===== src/rtl/toi2s_pkg.sv =====
// ---------------------------------------------------------------------------
// toi2s_pkg
// Shared types and constants for the amplifier I2C initiator.
//   i2cm_state_t : bit-level FSM states
//   i2cm_phase_t : which byte of the transaction is on the wire
//   I2C_WR/I2C_RD: R/W bit values appended to the 7-bit device address
//   QTR_*        : quarter-bit counts per transaction type (done latency / CLK_DIV)
// ---------------------------------------------------------------------------
package toi2s_pkg;

  typedef enum logic [2:0] {
    IDLE,
    START,
    TX_BYTE,
    RX_ACK,
    RSTART,
    RX_BYTE,
    TX_NACK,
    STOP
  } i2cm_state_t;

  typedef enum logic [1:0] {
    DEV_W,
    REG,
    WDATA,
    DEV_R
  } i2cm_phase_t;

  localparam logic I2C_WR = 1'b0;
  localparam logic I2C_RD = 1'b1;

  localparam int unsigned QTR_WRITE = 116;
  localparam int unsigned QTR_READ  = 156;
  localparam int unsigned QTR_NACK  = 44;

  // Byte the initiator shifts out for a given phase.
  function automatic logic [7:0] phase_byte(input i2cm_phase_t ph,
                                            input logic [6:0]  dev,
                                            input logic [7:0]  rg,
                                            input logic [7:0]  wd);
    case (ph)
      DEV_W:   return {dev, I2C_WR};
      REG:     return rg;
      WDATA:   return wd;
      default: return {dev, I2C_RD};
    endcase
  endfunction

endpackage


===== src/rtl/i2cm_quarter_gen.sv =====
// ---------------------------------------------------------------------------
// i2cm_quarter_gen
// Divides clk into quarter-bit ticks for the I2C initiator.
//   clk, reset  : system clock, synchronous active-high reset
//   restart_i   : zero the divider and quarter index (transaction accept)
//   qtick_o     : one-cycle pulse on the last clk of every quarter
//   quarter_o   : index of the current quarter within a bit cell (0..3)
// ---------------------------------------------------------------------------
module i2cm_quarter_gen #(
  parameter int unsigned CLK_DIV = 32
) (
  input  logic       clk,
  input  logic       reset,
  input  logic       restart_i,
  output logic       qtick_o,
  output logic [1:0] quarter_o
);

  logic [7:0] cnt_q, cnt_d;
  logic [1:0] qtr_q, qtr_d;

  assign qtick_o   = (cnt_q == 8'(CLK_DIV - 1));
  assign quarter_o = qtr_q;

  always_comb begin
    // NOTE: every signal written here gets a default first, so no path can leave it unassigned and infer a latch.
    cnt_d = cnt_q + 8'd1;
    qtr_d = qtr_q;
    if (restart_i) begin
      cnt_d = '0;
      qtr_d = '0;
    end else if (qtick_o) begin
      cnt_d = '0;
      qtr_d = qtr_q + 2'd1;
    end
  end

  always_ff @(posedge clk) begin
    // NOTE: sequential state uses non-blocking assignment so all flops update together from pre-edge values.
    if (reset) begin
      cnt_q <= '0;
      qtr_q <= '0;
    end else begin
      cnt_q <= cnt_d;
      qtr_q <= qtr_d;
    end
  end

endmodule


===== src/rtl/amp_i2c_master.sv =====
// ---------------------------------------------------------------------------
// amp_i2c_master
// Single-register I2C initiator for the external amplifier.
//   clk, reset          : system clock, synchronous active-high reset
//   req/rnw             : start pulse (taken only when idle), 1 = read
//   dev_addr/reg_addr   : 7-bit target address, register address
//   wdata / rdata       : write byte / byte returned by a successful read
//   busy, done, ack_err : in progress, one-cycle end pulse, NACK seen
//   scl, sdao           : open-drain drives (1 = released, 0 = pull low)
//   sdai                : SDA pad level, synchronised internally
// A bit cell is four quarters: Q0 SCL low (SDA moves), Q1/Q2 SCL high, Q3 low.
// Line drives are decoded from state and quarter, then registered so the pads
// see glitch-free levels; both lines shift by the same cycle.
// ---------------------------------------------------------------------------
module amp_i2c_master
  import toi2s_pkg::*;
#(
  parameter int unsigned CLK_DIV = 32
) (
  input  logic       clk,
  input  logic       reset,
  input  logic       req,
  input  logic       rnw,
  input  logic [6:0] dev_addr,
  input  logic [7:0] reg_addr,
  input  logic [7:0] wdata,
  output logic       busy,
  output logic       done,
  output logic       ack_err,
  output logic [7:0] rdata,
  output logic       scl,
  output logic       sdao,
  input  logic       sdai
);

  i2cm_state_t state_q, state_d;
  i2cm_phase_t phase_q, phase_d;
  logic [2:0]  bit_q, bit_d;
  logic        rnw_q, rnw_d;
  logic [6:0]  dev_q, dev_d;
  logic [7:0]  reg_q, reg_d;
  logic [7:0]  wdata_q, wdata_d;
  logic [7:0]  rx_q, rx_d;
  logic [7:0]  rdata_q, rdata_d;
  logic        ack_err_q, ack_err_d;
  logic        done_q, done_d;
  logic        scl_q, scl_d;
  logic        sdao_q, sdao_d;
  logic        sda_meta_q, sda_sync_q;

  logic        accept, qtick, q_end, q_sample, scl_bit_cell;
  logic [1:0]  quarter;
  logic [7:0]  tx_byte;

  assign accept = (state_q == IDLE) && req;

  i2cm_quarter_gen #(.CLK_DIV(CLK_DIV)) u_qgen (
    .clk       (clk),
    .reset     (reset),
    .restart_i (accept),
    .qtick_o   (qtick),
    .quarter_o (quarter)
  );

  assign q_end        = qtick && (quarter == 2'd3);
  // Last cycle of Q1: SCL has been high long enough for the 2-flop sync.
  assign q_sample     = qtick && (quarter == 2'd1);
  assign scl_bit_cell = (quarter == 2'd1) || (quarter == 2'd2);
  assign tx_byte      = phase_byte(phase_q, dev_q, reg_q, wdata_q);

  always_ff @(posedge clk) begin
    if (reset) begin
      sda_meta_q <= 1'b1;
      sda_sync_q <= 1'b1;
    end else begin
      sda_meta_q <= sdai;
      sda_sync_q <= sda_meta_q;
    end
  end

  // Transaction sequencing; every state lasts exactly one bit cell.
  always_comb begin
    state_d   = state_q;
    phase_d   = phase_q;
    bit_d     = bit_q;
    rnw_d     = rnw_q;
    dev_d     = dev_q;
    reg_d     = reg_q;
    wdata_d   = wdata_q;
    rx_d      = rx_q;
    rdata_d   = rdata_q;
    ack_err_d = ack_err_q;
    done_d    = 1'b0;
    case (state_q)
      IDLE: if (req) begin
        state_d   = START;
        rnw_d     = rnw;
        dev_d     = dev_addr;
        reg_d     = reg_addr;
        wdata_d   = wdata;
        ack_err_d = 1'b0;
      end
      START: if (q_end) begin
        state_d = TX_BYTE;
        phase_d = DEV_W;
        bit_d   = 3'd7;
      end
      TX_BYTE: if (q_end) begin
        if (bit_q == 3'd0) state_d = RX_ACK;
        else               bit_d   = bit_q - 3'd1;
      end
      RX_ACK: begin
        if (q_sample && sda_sync_q) ack_err_d = 1'b1;
        if (q_end) begin
          bit_d = 3'd7;
          if (ack_err_q) begin
            state_d = STOP;   // any NACK abandons the remaining bytes
          end else begin
            case (phase_q)
              DEV_W: begin
                state_d = TX_BYTE;
                phase_d = REG;
              end
              REG: begin
                if (rnw_q == I2C_RD) begin
                  state_d = RSTART;
                end else begin
                  state_d = TX_BYTE;
                  phase_d = WDATA;
                end
              end
              WDATA:   state_d = STOP;
              default: state_d = RX_BYTE;
            endcase
          end
        end
      end
      RSTART: if (q_end) begin
        state_d = TX_BYTE;
        phase_d = DEV_R;
        bit_d   = 3'd7;
      end
      RX_BYTE: begin
        if (q_sample) rx_d = {rx_q[6:0], sda_sync_q};
        if (q_end) begin
          if (bit_q == 3'd0) state_d = TX_NACK;
          else               bit_d   = bit_q - 3'd1;
        end
      end
      TX_NACK: if (q_end) begin
        state_d = STOP;
        rdata_d = rx_q;
      end
      STOP: if (q_end) begin
        state_d = IDLE;
        done_d  = 1'b1;
      end
      default: state_d = IDLE;
    endcase
  end

  // Line levels for the current state/quarter.
  always_comb begin
    scl_d  = 1'b1;
    sdao_d = 1'b1;
    case (state_q)
      START: begin
        scl_d  = (quarter != 2'd3);
        sdao_d = ~quarter[1];           // SDA falls in Q2 with SCL high
      end
      RSTART: begin
        scl_d  = scl_bit_cell;
        sdao_d = ~quarter[1];
      end
      TX_BYTE: begin
        scl_d  = scl_bit_cell;
        sdao_d = tx_byte[bit_q];
      end
      RX_ACK, RX_BYTE, TX_NACK: scl_d = scl_bit_cell;
      STOP: begin
        scl_d  = (quarter != 2'd0);
        sdao_d = quarter[1];            // SDA rises in Q2 with SCL high
      end
      default: ;
    endcase
  end

  always_ff @(posedge clk) begin
    if (reset) begin
      state_q   <= IDLE;
      phase_q   <= DEV_W;
      bit_q     <= '0;
      rnw_q     <= 1'b0;
      dev_q     <= '0;
      reg_q     <= '0;
      wdata_q   <= '0;
      rx_q      <= '0;
      rdata_q   <= '0;
      ack_err_q <= 1'b0;
      done_q    <= 1'b0;
      scl_q     <= 1'b1;
      sdao_q    <= 1'b1;
    end else begin
      state_q   <= state_d;
      phase_q   <= phase_d;
      bit_q     <= bit_d;
      rnw_q     <= rnw_d;
      dev_q     <= dev_d;
      reg_q     <= reg_d;
      wdata_q   <= wdata_d;
      rx_q      <= rx_d;
      rdata_q   <= rdata_d;
      ack_err_q <= ack_err_d;
      done_q    <= done_d;
      scl_q     <= scl_d;
      sdao_q    <= sdao_d;
    end
  end

  assign busy    = (state_q != IDLE);
  assign done    = done_q;
  assign ack_err = ack_err_q;
  assign rdata   = rdata_q;
  assign scl     = scl_q;
  assign sdao    = sdao_q;

endmodule

===== config.mk =====
export PLATFORM = sky130hd
export DESIGN_NAME = amp_i2c_master
export DESIGN_NICKNAME = d
export VERILOG_FILES = /design/src/rtl/toi2s_pkg.sv /design/src/rtl/i2cm_quarter_gen.sv /design/src/rtl/amp_i2c_master.sv
export SDC_FILE = /design/constraint.sdc
export NUM_CORES = 1
export LEC_CHECK = 0
export CAP_MARGIN = 40
export CORE_MARGIN = 2
export CORE_UTILIZATION = 61
export CTS_BUF_LIST = sky130_fd_sc_hd__clkbuf_2
export DETAILED_ROUTE_END_ITERATION = 7
export PLACE_DENSITY = 0.84
export SETUP_SLACK_MARGIN = 0.5
export SLEW_MARGIN = 20
export SYNTH_ARGS = -nofsm -noshare
export SYNTH_HDL_FRONTEND = slang
export SYNTH_SLANG_ARGS = --single-unit

===== constraint.sdc =====
create_clock -name clk -period 3.2 [get_ports clk]
set_input_delay 0.64 -clock clk [delete_from_list [all_inputs] [get_ports clk]]
set_output_delay 0.64 -clock clk [all_outputs]
set_load 0.02 [all_outputs]

### After elaboration in Yosys (flattened, before gate mapping)

Cells that the tools add are included.

* muxes and demuxes: 32
* bitwise logic cells: 2
* magnitude comparators: 1
* reductions and logical operators: 27
* equality and inequality tests: 32
* add/subtract/negate cells: 3

Operators with widths (count)
* $mux 3: 13
* $ne 2x2->1 const B: 14
* $pmux 8 s3: 1
* $pmux 3 s7: 1
* $eq 3x3->1 const B: 4
* $mux 2: 5
* $pmux 3 s3: 1
* $reduce_and 9->1: 1
* $add 8x1->8 const B: 1
* $eq 8x5->1 const B: 1
* $reduce_or 2->1: 4
* $reduce_and 7->1: 1
* $eq 2x2->1 const B: 3
* $eq 3x2->1 const B: 2
* $logic_not 3->1: 2
* $ne 2x1->1 const B: 3
* $pmux 1 s3: 2
* $pmux 2 s3: 1
* $pmux 3 s2: 1
* $reduce_and 2->1: 3
* $reduce_bool 2->1: 3
* $reduce_bool 3->1: 2
* $reduce_or 3->1: 2
* $reduce_or 5->1: 1
* 17 further kinds: 25

* bits in registers: 64
* output and inout bits: 13

### Depth between registers and ports, before layout

* word-level depth: 5
* mapped depth: 8

### By module

A second synthesis with hierarchy kept.

* cell total of the unflattened synthesis: 344
* area, all modules: 2979.1 um2

By module, submodules not included
* amp_i2c_master: instances 1, area an instance 2529.9 um2, cells an instance 293, seq. area each 1081.0 um2
* i2cm_quarter_gen: instances 1, area an instance 449.2 um2, cells an instance 51, seq. area each 200.2 um2

### Least setup slack after synthesis

Ideal clock, no wire load.

* path kind: input-to-reg
* start point: in req
* end point: reg state_q[0]
* required time: 3.072 ns
* setup time: 0.128 ns
* arrival time: 1.480 ns
* path slack: 1.592 ns
* cell stages on the path: 5
* cells stage by stage: nor4b_4 -> a31oi_1 -> a21oi_2 -> mux2i_1 -> nor2_1

* longest elaborated chain between the ends: 2

RTL lines
* start: declaration: RTL line amp_i2c_master.sv:22 `input logic req,`
* $ne 2x2->1 (no source line)
* $reduce_and 9->1 (no source line)
* end signal: assignment: RTL line amp_i2c_master.sv:204 `state_q <= state_d;`
* end: declaration: RTL line amp_i2c_master.sv:36 `i2cm_state_t state_q, state_d;`

Every way passes these cells.
A chain may end at the register's enable or synchronous reset.

### Final worst setup path

* start point: reg state_q[2]
* end point: out busy

* longest elaborated chain between the ends: 1

RTL lines
* $reduce_bool 3->1: RTL line amp_i2c_master.sv:220 `assign busy = (state_q != IDLE);`
* end: declaration: RTL line amp_i2c_master.sv:27 `output logic busy,`

Every way passes these cells.

==> reports/summary.txt <==
Status - complete, no violations
Hold WS - 429 ps
WS Path Type - reg2out
Resize count post-CTS - 3
Clock power share - 34.4%
Fin nets - 422
Mux cell area share after synthesis - 10.2%
Vias in the first global route - 2152
CTS max path bufs - 2
Worst Path Arrival - 1860 ps
Comb pwr share - 10.6%
Simple-gate portion of the synthesized area - 24.1%
Core Util, Final - 75.7%
Clock root buffer master - clkbuf_2
IO buf count - 40
Hold path cells - 1
Crit Reg-Reg Endpoint - rx_q[5]
Initial antenna violation count - 0
Sequential cell area - 0.00128 mm²
Int Pwr - 1.16 mW
Largest family of logic cells by synthesized area - simple AND/OR/NAND/NOR gates
Min-delay src - sda_meta_q
Reg clk slew, reported paths - 180 ps
Worst Setup End Kind - output port
Clock Sinks - 64
Gr ovfl total - 0
Worst-margin pin slew - 525 ps
Multi-input gate area - 0.00165 mm²
DRT iter0 DRCs - 219
Post-Syn Area per Cell - 8.75 µm²
WL/cell - 13.7 µm
Fill cell count - 366
Reg2Reg Setup Slack - 1290 ps
Final non-filler cell total - 456
Worst slew margin relative to its limit - 65.0%
Row cnt - 25
Pwr/cell area - 427 mW/mm²
Worst Path Max Fanout - 18
Reg power frac - 55.0%
Die area - 0.00560 mm²
CTS tree - built
Total power - 1.55 mW
Slew Viols, Final - 0
Yosys Warn Count - 0
Post-synth EDFFs - 0
H-tree Lvls - 3
Die Ht - 74.9 µm
Layout cells sized above 1 - 9.51%
NetSw - 0.389 mW
Post-synthesis sequential area ratio - 41.8%
Hpwl dp - 4290 µm
Post-Synth XOR/XNOR Area - 2.00%
Post-route ant nets - 0
Vias/cell - 5.53
Req. time, crit path - 2560 ps
Drt drc - 0
N_diodes - 0
Unrepaired setup endpoints after global routing - false
Hold_buf cts - 0
Initial core utilization - 64.0%
Switch share - 25.1%
Die Wd - 74.9 µm
Setup Skew - 31.7 ps
First-pass GRT wire length - 10000 µm
Synth Area in Adders - 3.68%
Max_cap viols - 0
Worst min path class - reg2reg
Max Clk Rate - 400 MHz
Global Route Usage Sum - 23.9%
Compound-Gate Fraction of Synth Area - 13.6%
Endpoints failing setup - 0
Cells after Synth - 350
Synth Flop Type - dfxtp_1
Clk_lat worst skew - 500 ps
Worst Hold End - sda_sync_q
Final period util - 78.1%
RR Startpoint - u_qgen.cnt_q[0]
VDD IR-drop max - 0.000291 V
Yosys cell types - 50
Worst Reg-to-Reg Cells - 6
1st-pass router iterations - 4
Fin. Hold Viols - 0
Via count - 2520
Lkg Pwr - 1.33 nW
Fin crit period - 2500 ps
Routed WL - 6230 µm
Largest net degree at the start of global routing - 42
Post CTS Setup Buffer Count - 0
Asr flop ratio synth - 0%
CP Launch Type - flop
Num CTS Buffers - 9
Post-Syn Area - 0.00306 mm²
Area grow syn2layout - 18.3%
Inst Count DP - 439
Ports - 41
Core Footprint - 0.00479 mm²
#FFs+latches synth - 64
Final Wtd Congestion - 0.872
Post-route setup TNS - 0 ps
Syn Nets - 387
registers in the layout (all words and copies together), names as in the netlist, 2 cells and up:
register and cells:
u_qgen.cnt_q 8, reg_q 8, dev_q 7, bit_q 3, rx_q 8, phase_q 2, u_qgen.quarter_o 2, state_q 3
rdata 8, wdata_q 8
synth_stat cells, types with 2 or more instances:
cell type	number	area share, %
nor4b_4	2	1.6
nor2b_1	8	1.6
nand3_1	6	0.98
buf_6	2	0.74
nand4_1	2	0.41
a211oi_1	11	2.7
nor2_1	45	5.5
o21a_1	2	0.49
buf_4	2	0.49
inv_1	8	0.98
dfxtp_1	64	42
xnor2_1	4	1.1
o211ai_1	3	0.74
nor3_1	7	1.1
buf_2	7	1.1
xor2_1	3	0.86
or2_2	2	0.41
clkbuf_1	9	1.1
nand2b_1	4	0.82
mux2i_1	29	9.5
nand2_1	56	6.9
nor2_8	2	1.3
a21oi_1	30	4.9
o21ai_0	4	0.65
and3_1	4	0.82
ha_1	9	3.7
nand3b_1	2	0.49
kinds of logic (layout without fill, tap and decap cells):
group | count (synthesis) | in the layout
multiplexers | 30 | 30
AND/OR/NAND/NOR | 148 | 148
flip-flops | 64 | 64
XOR/XNOR | 7 | 7
buffers and inverters | 29 | 68
adder cells (fa/ha/maj) | 9 | 9
AO/OA/AOI/OAI | 63 | 63
stage by stage:
step                      area, µm²  setup WS (ps)
final                          3620            701
after global placement         3440           1060
after CTS                      3590            609
after floorplan                3060           1590
after global routing           3620            616
after detailed placement       3460           1000
area by class of cell:
class                      instances  area share, %
tap                               67           2.31
multi-input combinational        257           45.4
sequential                        64           35.5
clock buffer                      10           1.38
inverter                           9          0.932
timing repair buffer              44           12.5
clock inverter                     5           2.00
worst max-delay path, stage by stage (launching register included):
cell and delay (ps):
dfxtp_2 570, nor3_2 110, inv_1 80, clkdlybuf4s50_1 590
worst max-delay path by stage:
stage / to / from / cells past startpoint / slack, ps
6_report: busy / state_q[2] / 3 / 700
5_1_grt: busy / state_q[1] / 3 / 620
4_1_cts: busy / state_q[2] / 3 / 610
3_5_place_dp: busy / state_q[2] / 3 / 1000
3_3_place_gp: busy / state_q[2] / 3 / 1060
2_1_floorplan: state_q[0] / req / 5 / 1590
cells in the final DEF, fill, tap and decap left out, types with 2 or more instances in the layout:
cell type	synthesis	final
a211oi_1	11	11
clkdlybuf4s50_1	0	39
clkinv_1	0	2
o211ai_1	3	3
inv_1	8	8
o21ai_0	4	4
o21a_1	2	2
dfxtp_2	0	3
nand2_1	56	56
nand2b_1	4	4
a21oi_1	30	30
xor2_1	3	3
bufinv_16	0	2
nor4b_4	2	2
nand3_1	6	6
mux2i_1	29	29
nor2_1	45	45
clkbuf_2	0	10
nand4_1	2	2
ha_1	9	9
and3_1	4	4
buf_8	0	2
or2_2	2	2
dfxtp_1	64	61
nor3_1	7	6
nand3b_1	2	2
nor2b_1	8	8
nor2_8	2	2
xnor2_1	4	4
power groups by stage:
stage	Sequential [mW]	Combinational (mW)	Clock (mW)
global route	0.856	0.183	0.569
CTS	0.850	0.159	0.537
finish	0.851	0.164	0.532
floorplan	0.855	0.108	0
global placement	0.865	0.151	0
detailed placement	0.867	0.159	0
routing by layer:
| layer | wire (µm) | vias to the layer above | share of wire [%] | global-route usage, % |
|---|---|---|---|---|
| li1 | - | 1270 | - | - |
| met4 | 104 | 0 | 1.7 | 9.13 |
| met2 | 2910 | 56 | 47 | 36.5 |
| met1 | 2950 | 1185 | 47 | 32.7 |
| met3 | 261 | 9 | 4.2 | 6.02 |
| met5 | 0 | - | 0 | 0 |
(Power assumes the default switching activity.)
